===== config.mk =====
export PLATFORM = sky130hd
export DESIGN_NAME = rom_c_read_d_server
export DESIGN_NICKNAME = d
export VERILOG_FILES = /design/src/rtl/rom_c_read_d_server_pkg.sv /design/src/rtl/rd_table_mem.sv /design/src/rtl/rom_c_read_d_server.sv
export SDC_FILE = /design/constraint.sdc
export NUM_CORES = 2
export LEC_CHECK = 0
export CAP_MARGIN = 20
export CORE_MARGIN = 2
export CORE_UTILIZATION = 54
export DETAILED_ROUTE_END_ITERATION = 6
export PLACE_DENSITY = 0.7
export SLEW_MARGIN = 10
export SYNTH_ARGS = -nofsm -noshare
export SYNTH_HDL_FRONTEND = slang
export SYNTH_SLANG_ARGS = --single-unit

===== constraint.sdc =====
create_clock -name clk -period 4.4 [get_ports clk]
set_clock_uncertainty 0.1 [all_clocks]
set_input_delay 0.66 -clock clk [delete_from_list [all_inputs] [get_ports clk]]
set_output_delay 0.66 -clock clk [all_outputs]
set_load 0.02 [all_outputs]

===== src/rtl/rom_c_read_d_server_pkg.sv =====
// Shared types and constants for the C-table / read-D responder.
// ROM_PARITY_EN adds one even-parity bit to each stored read/D entry.
package rom_c_read_d_server_pkg;

  typedef enum logic [1:0] {
    S_IDLE    = 2'b00,
    S_LOAD_C  = 2'b01,
    S_LOAD_RD = 2'b10,
    S_READY   = 2'b11
  } state_e;

  typedef enum logic [1:0] {
    BASE_A = 2'b00,
    BASE_C = 2'b01,
    BASE_G = 2'b10,
    BASE_T = 2'b11
  } base_e;

  localparam int unsigned C_W    = 8;
  localparam int unsigned D_W    = 8;
  localparam int unsigned RB_W   = 2;
  localparam int unsigned LOAD_W = RB_W + D_W;

`ifdef ROM_PARITY_EN
  localparam int unsigned PAR_W = 1;
`else
  localparam int unsigned PAR_W = 0;
`endif

  localparam int unsigned ENTRY_W = LOAD_W + PAR_W;

endpackage


===== src/rtl/rd_table_mem.sv =====
// Synchronous 1W/1R read/D storage with registered read, shaped for RAM inference.
// Entry width includes the parity bit when ROM_PARITY_EN is defined.
module rd_table_mem #(
  parameter int unsigned Depth = 256,
  parameter int unsigned Width = 10,
  parameter int unsigned AW    = 8
) (
  input  logic             clk_i,
  input  logic             we_i,
  input  logic [AW-1:0]    waddr_i,
  input  logic [Width-1:0] wdata_i,
  input  logic             re_i,
  input  logic [AW-1:0]    raddr_i,
  output logic [Width-1:0] rdata_o
);

  logic [Width-1:0] mem_q [Depth];
  logic [Width-1:0] rdata_q;

  always_ff @(posedge clk_i) begin
    if (we_i) begin
      mem_q[waddr_i] <= wdata_i;
    end
    if (re_i) begin
      rdata_q <= mem_q[raddr_i];
    end
  end

  assign rdata_o = rdata_q;

endmodule


===== src/rtl/rom_c_read_d_server.sv =====
// C-table and read/D-table responder with a streaming table loader.
// ROM_PARITY_EN adds per-entry parity checking and the par_flip test hook.
module rom_c_read_d_server
  import rom_c_read_d_server_pkg::*;
#(
  parameter int unsigned READ_LEN = 256,
  parameter int unsigned AW       = 8
) (
  input  logic              clk,
  input  logic              rst,
  input  logic              load_start,
  input  logic              load_valid,
  input  logic [LOAD_W-1:0] load_data,
`ifdef ROM_PARITY_EN
  input  logic              par_flip,
`endif
  output logic              load_ready,
  output logic              tables_ready,
  input  logic              ce_rom_C,
  input  logic [1:0]        addr_rom_C,
  input  logic              ce_rom_read_and_D,
  input  logic [AW-1:0]     addr_rom_read_and_D,
  output logic [C_W-1:0]    data,
  output logic [D_W-1:0]    d_i,
  output logic [RB_W-1:0]   read_i,
  output logic              rd_err
);

  localparam logic [AW:0]   ReadLenW = (AW+1)'(READ_LEN);
  localparam logic [AW-1:0] LastRd   = AW'(READ_LEN - 1);

  state_e              state_q, state_d;
  logic [AW-1:0]       cnt_q, cnt_d;
  logic                c_we, rd_we;
  logic [C_W-1:0]      c_q [4];
  logic [C_W-1:0]      data_q;
  logic                rd_zero_q;
  logic                rng_err_q;
  logic                is_ready, in_range, rd_re;
  logic [ENTRY_W-1:0]  mem_wdata, mem_rdata;

  always_comb begin
    state_d      = state_q;
    cnt_d        = cnt_q;
    c_we         = 1'b0;
    rd_we        = 1'b0;
    load_ready   = (state_q == S_LOAD_C) || (state_q == S_LOAD_RD);
    tables_ready = (state_q == S_READY);
    // A start pulse restarts the load and drops any word offered with it.
    if (load_start) begin
      state_d = S_LOAD_C;
      cnt_d   = '0;
    end else if (load_valid && load_ready) begin
      case (state_q)
        S_LOAD_C: begin
          c_we = 1'b1;
          if (base_e'(cnt_q[1:0]) == BASE_T) begin
            cnt_d   = '0;
            state_d = S_LOAD_RD;
          end else begin
            cnt_d = cnt_q + AW'(1);
          end
        end
        S_LOAD_RD: begin
          rd_we = 1'b1;
          if (cnt_q == LastRd) begin
            cnt_d   = '0;
            state_d = S_READY;
          end else begin
            cnt_d = cnt_q + AW'(1);
          end
        end
        default: ;
      endcase
    end
  end

  assign is_ready = (state_q == S_READY);
  assign in_range = ({1'b0, addr_rom_read_and_D} < ReadLenW);
  assign rd_re    = ce_rom_read_and_D && is_ready && in_range;

  always_ff @(posedge clk) begin
    if (rst) begin
      state_q   <= S_IDLE;
      cnt_q     <= '0;
      data_q    <= '0;
      rd_zero_q <= 1'b1;
      rng_err_q <= 1'b0;
    end else begin
      state_q <= state_d;
      cnt_q   <= cnt_d;
      if (ce_rom_C) begin
        data_q <= is_ready ? c_q[addr_rom_C] : '0;
      end
      if (ce_rom_read_and_D) begin
        rd_zero_q <= !rd_re;
        rng_err_q <= is_ready && !in_range;
      end
    end
  end

  // Table contents survive reset; they are unreachable until the next load completes.
  always_ff @(posedge clk) begin
    if (c_we) begin
      c_q[cnt_q[1:0]] <= load_data[C_W-1:0];
    end
  end

`ifdef ROM_PARITY_EN
  logic par_chk_q;
  logic flip_pend_q, flip_pend_d;
  logic flip_now;

  assign flip_now  = par_flip || flip_pend_q;
  assign mem_wdata = {(^load_data) ^ flip_now, load_data};

  always_comb begin
    flip_pend_d = flip_pend_q;
    if (rd_we) begin
      flip_pend_d = 1'b0;
    end else if (par_flip) begin
      flip_pend_d = 1'b1;
    end
  end

  always_ff @(posedge clk) begin
    if (rst) begin
      par_chk_q   <= 1'b0;
      flip_pend_q <= 1'b0;
    end else begin
      flip_pend_q <= flip_pend_d;
      if (ce_rom_read_and_D) begin
        par_chk_q <= rd_re;
      end
    end
  end

  assign rd_err = rng_err_q || (par_chk_q && (^mem_rdata));
`else
  assign mem_wdata = load_data;
  assign rd_err    = rng_err_q;
`endif

  rd_table_mem #(
    .Depth (READ_LEN),
    .Width (ENTRY_W),
    .AW    (AW)
  ) u_rd_table_mem (
    .clk_i   (clk),
    .we_i    (rd_we),
    .waddr_i (cnt_q),
    .wdata_i (mem_wdata),
    .re_i    (rd_re),
    .raddr_i (addr_rom_read_and_D),
    .rdata_o (mem_rdata)
  );

  assign data   = data_q;
  assign d_i    = rd_zero_q ? '0 : mem_rdata[D_W-1:0];
  assign read_i = rd_zero_q ? '0 : mem_rdata[LOAD_W-1:D_W];

endmodule


==> run_results.csv <==
group,metric,value,unit
die,start_util,0.544,
logic_synthesis,syn_nets,4882,
critical_path,end_kind,"flip-flop",
critical_path,worstSetupStartpointType,"primary input",
timing,final.setup.tns,0,ps
clock_network,numCtsBuffers,275,
job,drv_cap,0,
logic_synthesis,seq_area_frac_synth,0.776,
cells_and_area,finalNonFillerCells,7959,
pwr,power_frac_clock,0.419,
grt,grt_pass1_wl,362000,µm
timing,setup_violations,0,
timing,drv_slew,0,
die,die-area,0.191,mm²
outcome,status,"finished, violations left",
clock_network,clockRootBuffer,"clkbuf_16",
cells_and_area,utilization,0.618,
clock_network,h-tree-depth,5,
place,dp_hpwl,154000,µm
logic_synthesis,postSynth.asyncResetShare,0,
timing,worst_pin_slew,1170,ps
grt,overflow,0,
pwr,total_power,51.3,mW
logic_synthesis,syn_inst,4848,
pwr,power_density,447,mW/mm²
cells_and_area,syn2layout_area_growth,13.6,%
timing,max_freq,295,MHz
die,die_y,437,µm
hold_path,hp-class,"primary input to flip-flop",
grt,grt_max_degree,137,
routing,ant_nets,0,
routing,drtPass1Iterations,7,
die,fp.coreArea,0.186,mm²
routing,wirelength,252000,µm
logic_synthesis,synth_warnings,0,
grt,grt_pass1_vias,51000,
timing,period_share,0.771,
grt,antenna_found_initial,13,
critical_path,worst_ep_required_time,4940,ps
routing,vias_per_cell,6.54,
routing,drt-wirelength-per-cell,31.7,µm
pwr,power_frac_seq,0.535,
cells_and_area,drive_above_1_share,0.239,
outcome,violations,"DRC",
place,io_buffers,45,
pwr,pwr-share-comb,0.046,
logic_synthesis,synth_cell_types,57,
die,ios,47,
pwr,power.leakage,36.5,nW
timing,layout_min_cycle_time,3390,ps
clock_network,clkSinkCount,2621,
place,gp_congestion,0.900,
pwr,switching_power,10.5,mW
grt,grt_use_total,0.263,
timing,finalHoldViolations,0,
critical_path,arrival,3940,ps
die,die_x,437,µm
critical_path,critical_path_class,"primary input to flip-flop",
clock_network,ctsHoldBuffers,0,
timing,grt_setup_unrepaired,"no",
place,dp_cells,7494,
pwr,swShare,0.205,
clock_network,cts_max_path_buffers,4,
logic_synthesis,avgSynthCellArea,20.9,µm²
logic_synthesis,netlist_area,0.101,mm²
cells_and_area,fin_nets,5326,
routing,drcViolationCount,2,
clock_network,clk_latency,910,ps
cells_and_area,fill_cells,12600,
timing,relSlewSlack,0.215,
clock_network,clkSlewWorstSetupHoldPaths,60,ps
pwr,p_int,40.8,mW
critical_path,crit_fanout,39,
clock_network,cts_tree,"done",
logic_synthesis,synth-main-ff-cell,"edfxtp_1",
die,num_rows,158,
logic_synthesis,ys_ff_latch,2621,
clock_network,post_cts_buffers,0,
routing,first_iter_violations,7235,
logic_synthesis,synth_edf_count,2602,
routing,vias,52100,
clock_network,cts_resized,0,
pwr,peakVddDrop,0.506,mV
layer usage:
layer	wire length [µm]	GRT usage
met5	95	0
met4	9550	0.0955
met3	24300	0.0495
met2	120000	0.407
met1	97900	0.380
layout by cell type, fill, tap and decap left out, types with 18 or more instances in the layout:
cell,instances
dfxtp_1,19
o221ai_1,50
o22ai_1,69
clkinv_1,58
o21ai_0,42
nand2_1,49
buf_12,36
clkbuf_1,58
nor2b_1,28
nand3_1,42
nand4_1,19
mux2i_1,264
edfxtp_1,2602
nor2_1,286
a21oi_1,128
mux4_2,510
nor3_1,43
clkdlybuf4s50_1,29
nor4_1,47
a22o_1,21
a22oi_1,154
clkbuf_16,281
o211ai_1,18
clkinv_2,33
a221oi_1,40
buf_4,384
cell families (layout without fill, tap and decap cells):
kind of cell | after synthesis | after routing | synth area share
flip-flops | 2621 | 2621 | 0.776
multiplexers | 779 | 779 | 0.141
AND/OR/NAND/NOR | 565 | 565 | 0.0257
AO/OA/AOI/OAI | 563 | 563 | 0.0380
buffers and inverters | 306 | 929 | 0.0174
adder cells (fa/ha/maj) | 8 | 8 | 0.000990
XOR/XNOR | 5 | 5 | 0.000433
other | 1 | 9 | 0.0000371
critical path: stages:
cell and delay [ps]:
buf_4 200, inv_2 450, buf_4 670, nor2_1 380, nand3_1 340, nand4_1 140, nor4_1 720, buf_4 270
nor4_1 50
power by group through the flow:
stage / logic [mW] / registers [mW] / clock network, mW
2_1_floorplan: 1.23 / 28.0 / 0
3_3_place_gp: 2.31 / 28.0 / 0
3_5_place_dp: 2.34 / 28.0 / 0
4_1_cts: 2.35 / 27.4 / 21.8
5_1_grt: 2.47 / 27.4 / 22.7
6_report: 2.35 / 27.4 / 21.5
cell usage after synthesis, types with 21 or more instances:
master / number / area share
edfxtp_1: 2602 / 0.77
mux4_2: 510 / 0.11
nor2_1: 292 / 0.011
mux2i_1: 264 / 0.026
a22oi_1: 154 / 0.011
clkbuf_1: 134 / 0.0050
a21oi_1: 128 / 0.0063
buf_2: 72 / 0.0036
o22ai_1: 69 / 0.0043
nand2_1: 50 / 0.0019
o221ai_1: 50 / 0.0043
nor4_1: 49 / 0.0030
buf_4: 47 / 0.0035
nor3_1: 43 / 0.0021
nand3_1: 42 / 0.0021
o21ai_0: 42 / 0.0021
a221oi_1: 40 / 0.0035
nor2b_1: 30 / 0.0019
buf_6: 22 / 0.0024
a22o_1: 21 / 0.0018
worst paths after layout:
path / startpoint / endpoint / slack [ps] / cells past startpoint
worst min-delay path: load_data[6] / u_rd_table_mem.mem_q[127][6] / 70 / 1
worst max-delay path: addr_rom_read_and_D[2] / u_rd_table_mem.rdata_o[4] / 1010 / 9
worst max register to register: state_q[0] / u_rd_table_mem.mem_q[80][4] / 1040 / 8
worst min register to register: state_q[1] / state_q[1] / 460 / 2
layout make-up:
type,count,area (µm²),area share
multi-input cells,1921,20900,0.182
well taps,2480,3100,0.0270
flip-flops and latches,2621,78500,0.684
diodes,8,20.0,0.000174
inverters,9,33.8,0.000294
clock buffers,339,7250,0.0631
clock inverters,117,923,0.00804
repair buffers,464,4090,0.0356
registers in the layout, summed over array words and instances (netlist names):
signal,cells
data,8
u_rd_table_mem.rdata_o,10
cnt_q,8
state_q,2
c_q,32
u_rd_table_mem.mem_q,2560
rd_zero_q,1
through the flow:
step           hold WS, ps  setup WS (ps)  area [µm²]
2_1_floorplan          412           1550      101000
3_3_place_gp           436            148      107000
3_5_place_dp           454            136      107000
4_1_cts               54.4           1050      115000
5_1_grt               81.9            888      115000
6_report              73.7           1010      115000
No activity file was read; power rests on OpenSTA's default activity.
